--- src/rtl/control_filtropa20_if.sv ---
// Control bundle between the control_filtropa20 sequencer and its
// host/datapath. The master side is the sequencer: it consumes the sample
// strobe and drives the register enables, mux selects and status. The slave
// side is the host that supplies start/clr_ovr and the filtropa20 datapath
// that observes the controls.
interface control_filtropa20_if;
   logic       start;
   logic       clr_ovr;
   logic       en1;
   logic       en2;
   logic       en3;
   logic       en4;
   logic [2:0] muxS;
   logic [1:0] muxC;
   logic [1:0] muxZ;
   logic       busy;
   logic       done;
   logic       overrun;
   logic [2:0] step;

   modport master (
      input  start, clr_ovr,
      output en1, en2, en3, en4, muxS, muxC, muxZ, busy, done, overrun, step
   );

   modport slave (
      output start, clr_ovr,
      input  en1, en2, en3, en4, muxS, muxC, muxZ, busy, done, overrun, step
   );
endinterface

--- src/rtl/control_filtropa20.sv ---
// Sequencer for the filtropa20 second-order high-pass datapath.
// One sample per start strobe: shift the F history, build F(K) in two
// accumulate steps, then build Y(K) in three accumulate steps.
// Each arithmetic step lasts 1+WAIT_CYC cycles; its register enable fires
// only in the last cycle, so the mux selects settle for WAIT_CYC cycles first.
// All outputs are decoded from the registered state and counter only.
// Optional feature: define OVERRUN_DET_EN to enable the sticky overrun flag
// (start seen while busy); without it overrun is tied to 0.
module control_filtropa20 #(
   parameter int unsigned WAIT_CYC = 0
) (
   input logic                  clk,
   input logic                  reset,
   control_filtropa20_if.master bus
);

   typedef enum logic [2:0] {
      IDLE  = 3'd0,
      SHIFT = 3'd1,
      F1    = 3'd2,
      F2    = 3'd3,
      Y1    = 3'd4,
      Y2    = 3'd5,
      Y3    = 3'd6,
      DONE  = 3'd7
   } state_t;

   localparam logic [3:0] WAIT_LAST = 4'(WAIT_CYC);

   state_t     state_q, state_d;
   logic [3:0] cnt_q, cnt_d;
   logic       last_c;
   logic       busy_c;

   // final settle cycle of the current arithmetic step
   assign last_c = (cnt_q == WAIT_LAST);

   // state and settle counter registers
   always_ff @(posedge clk or posedge reset) begin
      if (reset) begin
         state_q <= IDLE;
         cnt_q   <= 4'd0;
      end else begin
         state_q <= state_d;
         cnt_q   <= cnt_d;
      end
   end

   // next state; counter restarts at 0 on every state entry
   always_comb begin
      state_d = state_q;
      cnt_d   = 4'd0;
      case (state_q)
         IDLE:  if (bus.start) state_d = SHIFT;
         SHIFT: state_d = F1;
         F1:    if (last_c) state_d = F2; else cnt_d = cnt_q + 4'd1;
         F2:    if (last_c) state_d = Y1; else cnt_d = cnt_q + 4'd1;
         Y1:    if (last_c) state_d = Y2; else cnt_d = cnt_q + 4'd1;
         Y2:    if (last_c) state_d = Y3; else cnt_d = cnt_q + 4'd1;
         Y3:    if (last_c) state_d = DONE; else cnt_d = cnt_q + 4'd1;
         DONE:  state_d = bus.start ? SHIFT : IDLE;
         default: state_d = IDLE;
      endcase
   end

   // datapath controls decoded from registered state and counter
   always_comb begin
      bus.en1  = 1'b0;
      bus.en2  = 1'b0;
      bus.en3  = 1'b0;
      bus.en4  = 1'b0;
      bus.muxS = 3'd0;
      bus.muxC = 2'd0;
      bus.muxZ = 2'd0;
      bus.done = 1'b0;
      busy_c   = 1'b0;
      case (state_q)
         SHIFT: begin
            // FK_1 <= FK and FK_2 <= FK_1 in the same edge
            busy_c  = 1'b1;
            bus.en3 = 1'b1;
            bus.en4 = 1'b1;
         end
         F1: begin
            busy_c   = 1'b1;
            bus.muxC = 2'd1;
            bus.muxZ = 2'd1;
            bus.en2  = last_c;
         end
         F2: begin
            busy_c   = 1'b1;
            bus.muxS = 3'd1;
            bus.muxC = 2'd2;
            bus.muxZ = 2'd2;
            bus.en2  = last_c;
         end
         Y1: begin
            busy_c   = 1'b1;
            bus.muxS = 3'd2;
            bus.en1  = last_c;
         end
         Y2: begin
            busy_c   = 1'b1;
            bus.muxS = 3'd3;
            bus.muxC = 2'd1;
            bus.muxZ = 2'd1;
            bus.en1  = last_c;
         end
         Y3: begin
            busy_c   = 1'b1;
            bus.muxS = 3'd3;
            bus.muxC = 2'd2;
            bus.muxZ = 2'd2;
            bus.en1  = last_c;
         end
         DONE:    bus.done = 1'b1;
         default: busy_c   = 1'b0;
      endcase
   end

   assign bus.busy = busy_c;
   assign bus.step = state_q;

`ifdef OVERRUN_DET_EN
   logic ovr_q;

   // sticky overrun: a start seen while busy sets it, set beats clear
   always_ff @(posedge clk or posedge reset) begin
      if (reset) begin
         ovr_q <= 1'b0;
      end else if (bus.start && busy_c) begin
         ovr_q <= 1'b1;
      end else if (bus.clr_ovr) begin
         ovr_q <= 1'b0;
      end
   end

   assign bus.overrun = ovr_q;
`else
   logic clr_ovr_unused;

   assign clr_ovr_unused = bus.clr_ovr;
   assign bus.overrun    = 1'b0;
`endif

endmodule

--- src/flat_wrapper.sv ---
// flat-port wrapper written by rule: the top's interface ports become plain ports
module control_filtropa20_flat 
#(
   parameter int unsigned WAIT_CYC = 0
)
  (clk, reset, bus_start, bus_clr_ovr, bus_en1, bus_en2, bus_en3, bus_en4, bus_muxS, bus_muxC, bus_muxZ, bus_busy, bus_done, bus_overrun, bus_step);
  control_filtropa20_if bus_i ();
  input logic clk;
  input logic reset;
  input wire logic [$bits(bus_i.start)-1:0] bus_start;
  input wire logic [$bits(bus_i.clr_ovr)-1:0] bus_clr_ovr;
  output wire logic [$bits(bus_i.en1)-1:0] bus_en1;
  output wire logic [$bits(bus_i.en2)-1:0] bus_en2;
  output wire logic [$bits(bus_i.en3)-1:0] bus_en3;
  output wire logic [$bits(bus_i.en4)-1:0] bus_en4;
  output wire logic [$bits(bus_i.muxS)-1:0] bus_muxS;
  output wire logic [$bits(bus_i.muxC)-1:0] bus_muxC;
  output wire logic [$bits(bus_i.muxZ)-1:0] bus_muxZ;
  output wire logic [$bits(bus_i.busy)-1:0] bus_busy;
  output wire logic [$bits(bus_i.done)-1:0] bus_done;
  output wire logic [$bits(bus_i.overrun)-1:0] bus_overrun;
  output wire logic [$bits(bus_i.step)-1:0] bus_step;
  assign bus_i.start = bus_start;
  assign bus_i.clr_ovr = bus_clr_ovr;
  assign bus_en1 = bus_i.en1;
  assign bus_en2 = bus_i.en2;
  assign bus_en3 = bus_i.en3;
  assign bus_en4 = bus_i.en4;
  assign bus_muxS = bus_i.muxS;
  assign bus_muxC = bus_i.muxC;
  assign bus_muxZ = bus_i.muxZ;
  assign bus_busy = bus_i.busy;
  assign bus_done = bus_i.done;
  assign bus_overrun = bus_i.overrun;
  assign bus_step = bus_i.step;
  control_filtropa20 #(.WAIT_CYC(WAIT_CYC)) u_core (.clk(clk), .reset(reset), .bus(bus_i));
endmodule
--- config.mk ---
export PLATFORM = sky130hd
export DESIGN_NAME = control_filtropa20_flat
export DESIGN_NICKNAME = d
export VERILOG_FILES = /design/src/rtl/control_filtropa20_if.sv /design/src/rtl/control_filtropa20.sv /design/src/flat_wrapper.sv
export SDC_FILE = /design/constraint.sdc
export NUM_CORES = 1
export LEC_CHECK = 0
export BUFFER_PORTS_ARGS = -buffer_cell sky130_fd_sc_hd__buf_2
export CAP_MARGIN = 20
export CORE_AREA = 5 5 42 44
export CTS_CLUSTER_SIZE = 12
export DETAILED_ROUTE_END_ITERATION = 12
export DIE_AREA = 0 0 47 49
export PLACE_DENSITY = 0.74
export REMOVE_ABC_BUFFERS = 1
export SLEW_MARGIN = 10
export SYNTH_ARGS = -nofsm -noshare
export SYNTH_HDL_FRONTEND = slang
export SYNTH_SLANG_ARGS = --single-unit
export TNS_END_PERCENT = 10
--- constraint.sdc ---
create_clock -name clk -period 2.5 [get_ports clk]
set_input_delay 0.5 -clock clk [delete_from_list [all_inputs] [get_ports clk]]
set_output_delay 0.5 -clock clk [all_outputs]
set_load 0.01 [all_outputs]
==> impl_metrics.yaml <==
synth:
  synthFlopType: "dfrtp_1"
  yosys_warnings: 0
  ys_ff_latch: 7
  yosysSeqAreaShare: 0.288
  yosysUniqueCellTypes: 26
  synth_edf_count: 0
  synth_top_cell_area_share: 0.288
  synth_area_leader_cell: "dfrtp_1"
  synth_cells: 76
  avgSynthCellArea_um2: 8.00
  syn-cell-area_um2: 608
  synthTopCellsByArea: "dfrtp_1, ha_1, buf_4"
  ys_async_sr_fraction: 1.00
finish:
  multiInputGateArea_um2: 357
  regArea_um2: 175
  drive_gt1_frac: 0.286
  n_fill_cell: 141
  nets: 101
  antenna_cells: 0
  area_growth_pct: 14.6
worst_setup_path:
  critPathArrivalTime_ns: 1.58
  rr_startpoint: "u_core.bus.step[2]"
  path_max_fanout: 13
  critical_path.endpoint: "bus_en2"
  start_kind: "flip-flop"
  cp_data_required_time_ns: 2.00
  critPathKind: "reg -> out"
  ff2ff_path_depth: 6
  cp_slowest_cell: "dfrtp_1"
  cp-end-kind: "primary output"
  rrSetupSlack_ns: 0.57
  crit_start: "u_core.bus.step[2]"
  crit_chain: "inv_1 > ha_1 > and2_2 > buf_2"
  slowest_delay_ns: 0.61
  regToRegEndpoint: "u_core.bus.step[0]"
cts:
  post_cts_resized: 0
  clock_path_buffers: 2
  htree_levels: 1
  clk_pin_slew_ns: 0.05
  cts_tree: "yes"
  cts_setup_buffers: 0
  cts_sinks: 7
  clockRootBuffer: "clkbuf_4"
  clkLatencyLatePin_ns: 0.25
  hold_buffers: 0
  numCtsBuffers: 3
place:
  hpwl_um: 916
  portBuffers: 17
  pre_cts_ws_ns: 0.588
  gp_congestion: 0.777
floorplanning:
  initial_core_util: 0.434
  die_h_um: 49
  coreArea_mm2: 0.00140
  ios: 21
  rows: 14
  fp.dieW_um: 47
  die_area_mm2: 0.00230
sta:
  fin_skew_ns: 0.000928
  maxSlewViolCount: 0
  setup_viol: 0
  fin_setup_tns_ns: 0
  fmax_mhz: 480
  hold_viol_final: 0
  post-route-period-util: 0.834
  rsz0062_at_grt: "false"
  layout_min_cycle_time_ns: 2.08
  setup_ws_ns: 0.415
detailed_routing:
  wl_um: 1190
  dr.pass1.iters: 4
  vias: 543
  drc_errors: 0
  wl_per_cell_um: 11.1
  vias_per_cell: 5.07
  first_iter_violations: 8
  ant_nets: 0
run:
  cap_viol_max_count: 0
power_and_ir_drop:
  ir_worst_vdd_v: 0.000577
  p_per_area_mw_per_mm2: 1030
  leakage_nw: 0.372
outcome:
  status: "finished clean"
global_route:
  antenna_found_initial: 0
  grt_overflow: 0
  grt_usage: 0.129
  grt_max_degree: 16
  grt_pass1_vias: 524
  grt_pass1_wl_um: 2210
min_path:
  hold_path_class: "in -> async"
-- stage by stage --
step                       util  area [um2]  hold slack, ns  instances  total power [mW]
after detailed placement  0.479         671           0.434        103             0.623
final                     0.497         697           0.167        107             0.719
after global routing      0.497         697           0.190        107             0.790
after global placement    0.479         671           0.434        103             0.614
after CTS                 0.497         697           0.166        107             0.729
after floorplan               -         558           0.303         69             0.465
-- worst max-delay path, delay by kind of cell (launching register included) --
| family | cells | cell delay [ns] |
|---|---|---|
| buffers and inverters | 2 | 0.32 |
| AND/OR/NAND/NOR | 1 | 0.17 |
| flip-flops | 1 | 0.61 |
| adder cells (fa/ha/maj) | 1 | 0.24 |
-- metal layers --
layer	GRT usage	vias up	share of wire	wire length, um
met5	0	-	0	0
met4	0.0553	0	0	0
met3	0.0443	0	0.044	52
met2	0.197	14	0.50	600
met1	0.160	252	0.45	540
li1	-	277	-	-
-- flip-flops by register name, indices dropped and copies added (netlist names) --
signal	count
u_core.cnt_q	4
u_core.bus.step	3
-- placed cells by master, fill, tap and decap left out, types with 2 or more instances in the layout --
master and n:
nand2_1 5, nor3_1 2, buf_2 17, inv_1 7, dfrtp_1 7, a21oi_1 6
xnor2_1 3, conb_1 2, ha_1 5, nor2_1 10, nand3_1 2, o21ai_0 7
clkbuf_4 3, and2_1 2
-- synthesized netlist by cell type, drive strengths merged (2+ instances only) --
cell / count
nand3: 2
buf: 7
a21oi: 6
xnor2: 3
nor3: 2
ha: 5
and2: 3
o21ai: 7
inv: 7
nand2: 6
nor2: 10
dfrtp: 7
-- cells by family (layout without fill, tap and decap cells) --
family / after synthesis / in the layout / synth area share
adders and majority gates: 6 / 6 / 0.121
other: 1 / 2 / 0.00617
and+or+nand+nor: 25 / 25 / 0.210
xor gates and xnor gates: 4 / 4 / 0.0576
AOI/OAI and AO/OA: 18 / 18 / 0.185
DFF: 7 / 7 / 0.288
buffers and inverters: 15 / 29 / 0.132
-- area by class of cell --
class,instances,area share
multi-input combinational,55,0.512
inverter,7,0.0377
tap,16,0.0287
sequential,7,0.251
timing repair buffer,18,0.133
clock buffer,4,0.0377
-- report_power, final --
part	switching [mW]	internal [mW]
combinational	0.249	0.190
clock	0.0400	0.0608
sequential	0.0461	0.133
total	0.335	0.384
-- how the worst min path moves through the flow --
stage / end / slack, ns / cells past startpoint
2_1_floorplan: u_core.bus.step[0] / 0.30 / 1
3_3_place_gp: u_core.cnt_q[2] / 0.43 / 2
3_5_place_dp: u_core.cnt_q[2] / 0.43 / 2
4_1_cts: u_core.cnt_q[2] / 0.17 / 2
5_1_grt: u_core.cnt_q[2] / 0.19 / 2
6_report: u_core.cnt_q[3] / 0.17 / 2
No activity file was read; power rests on OpenSTA's default activity.
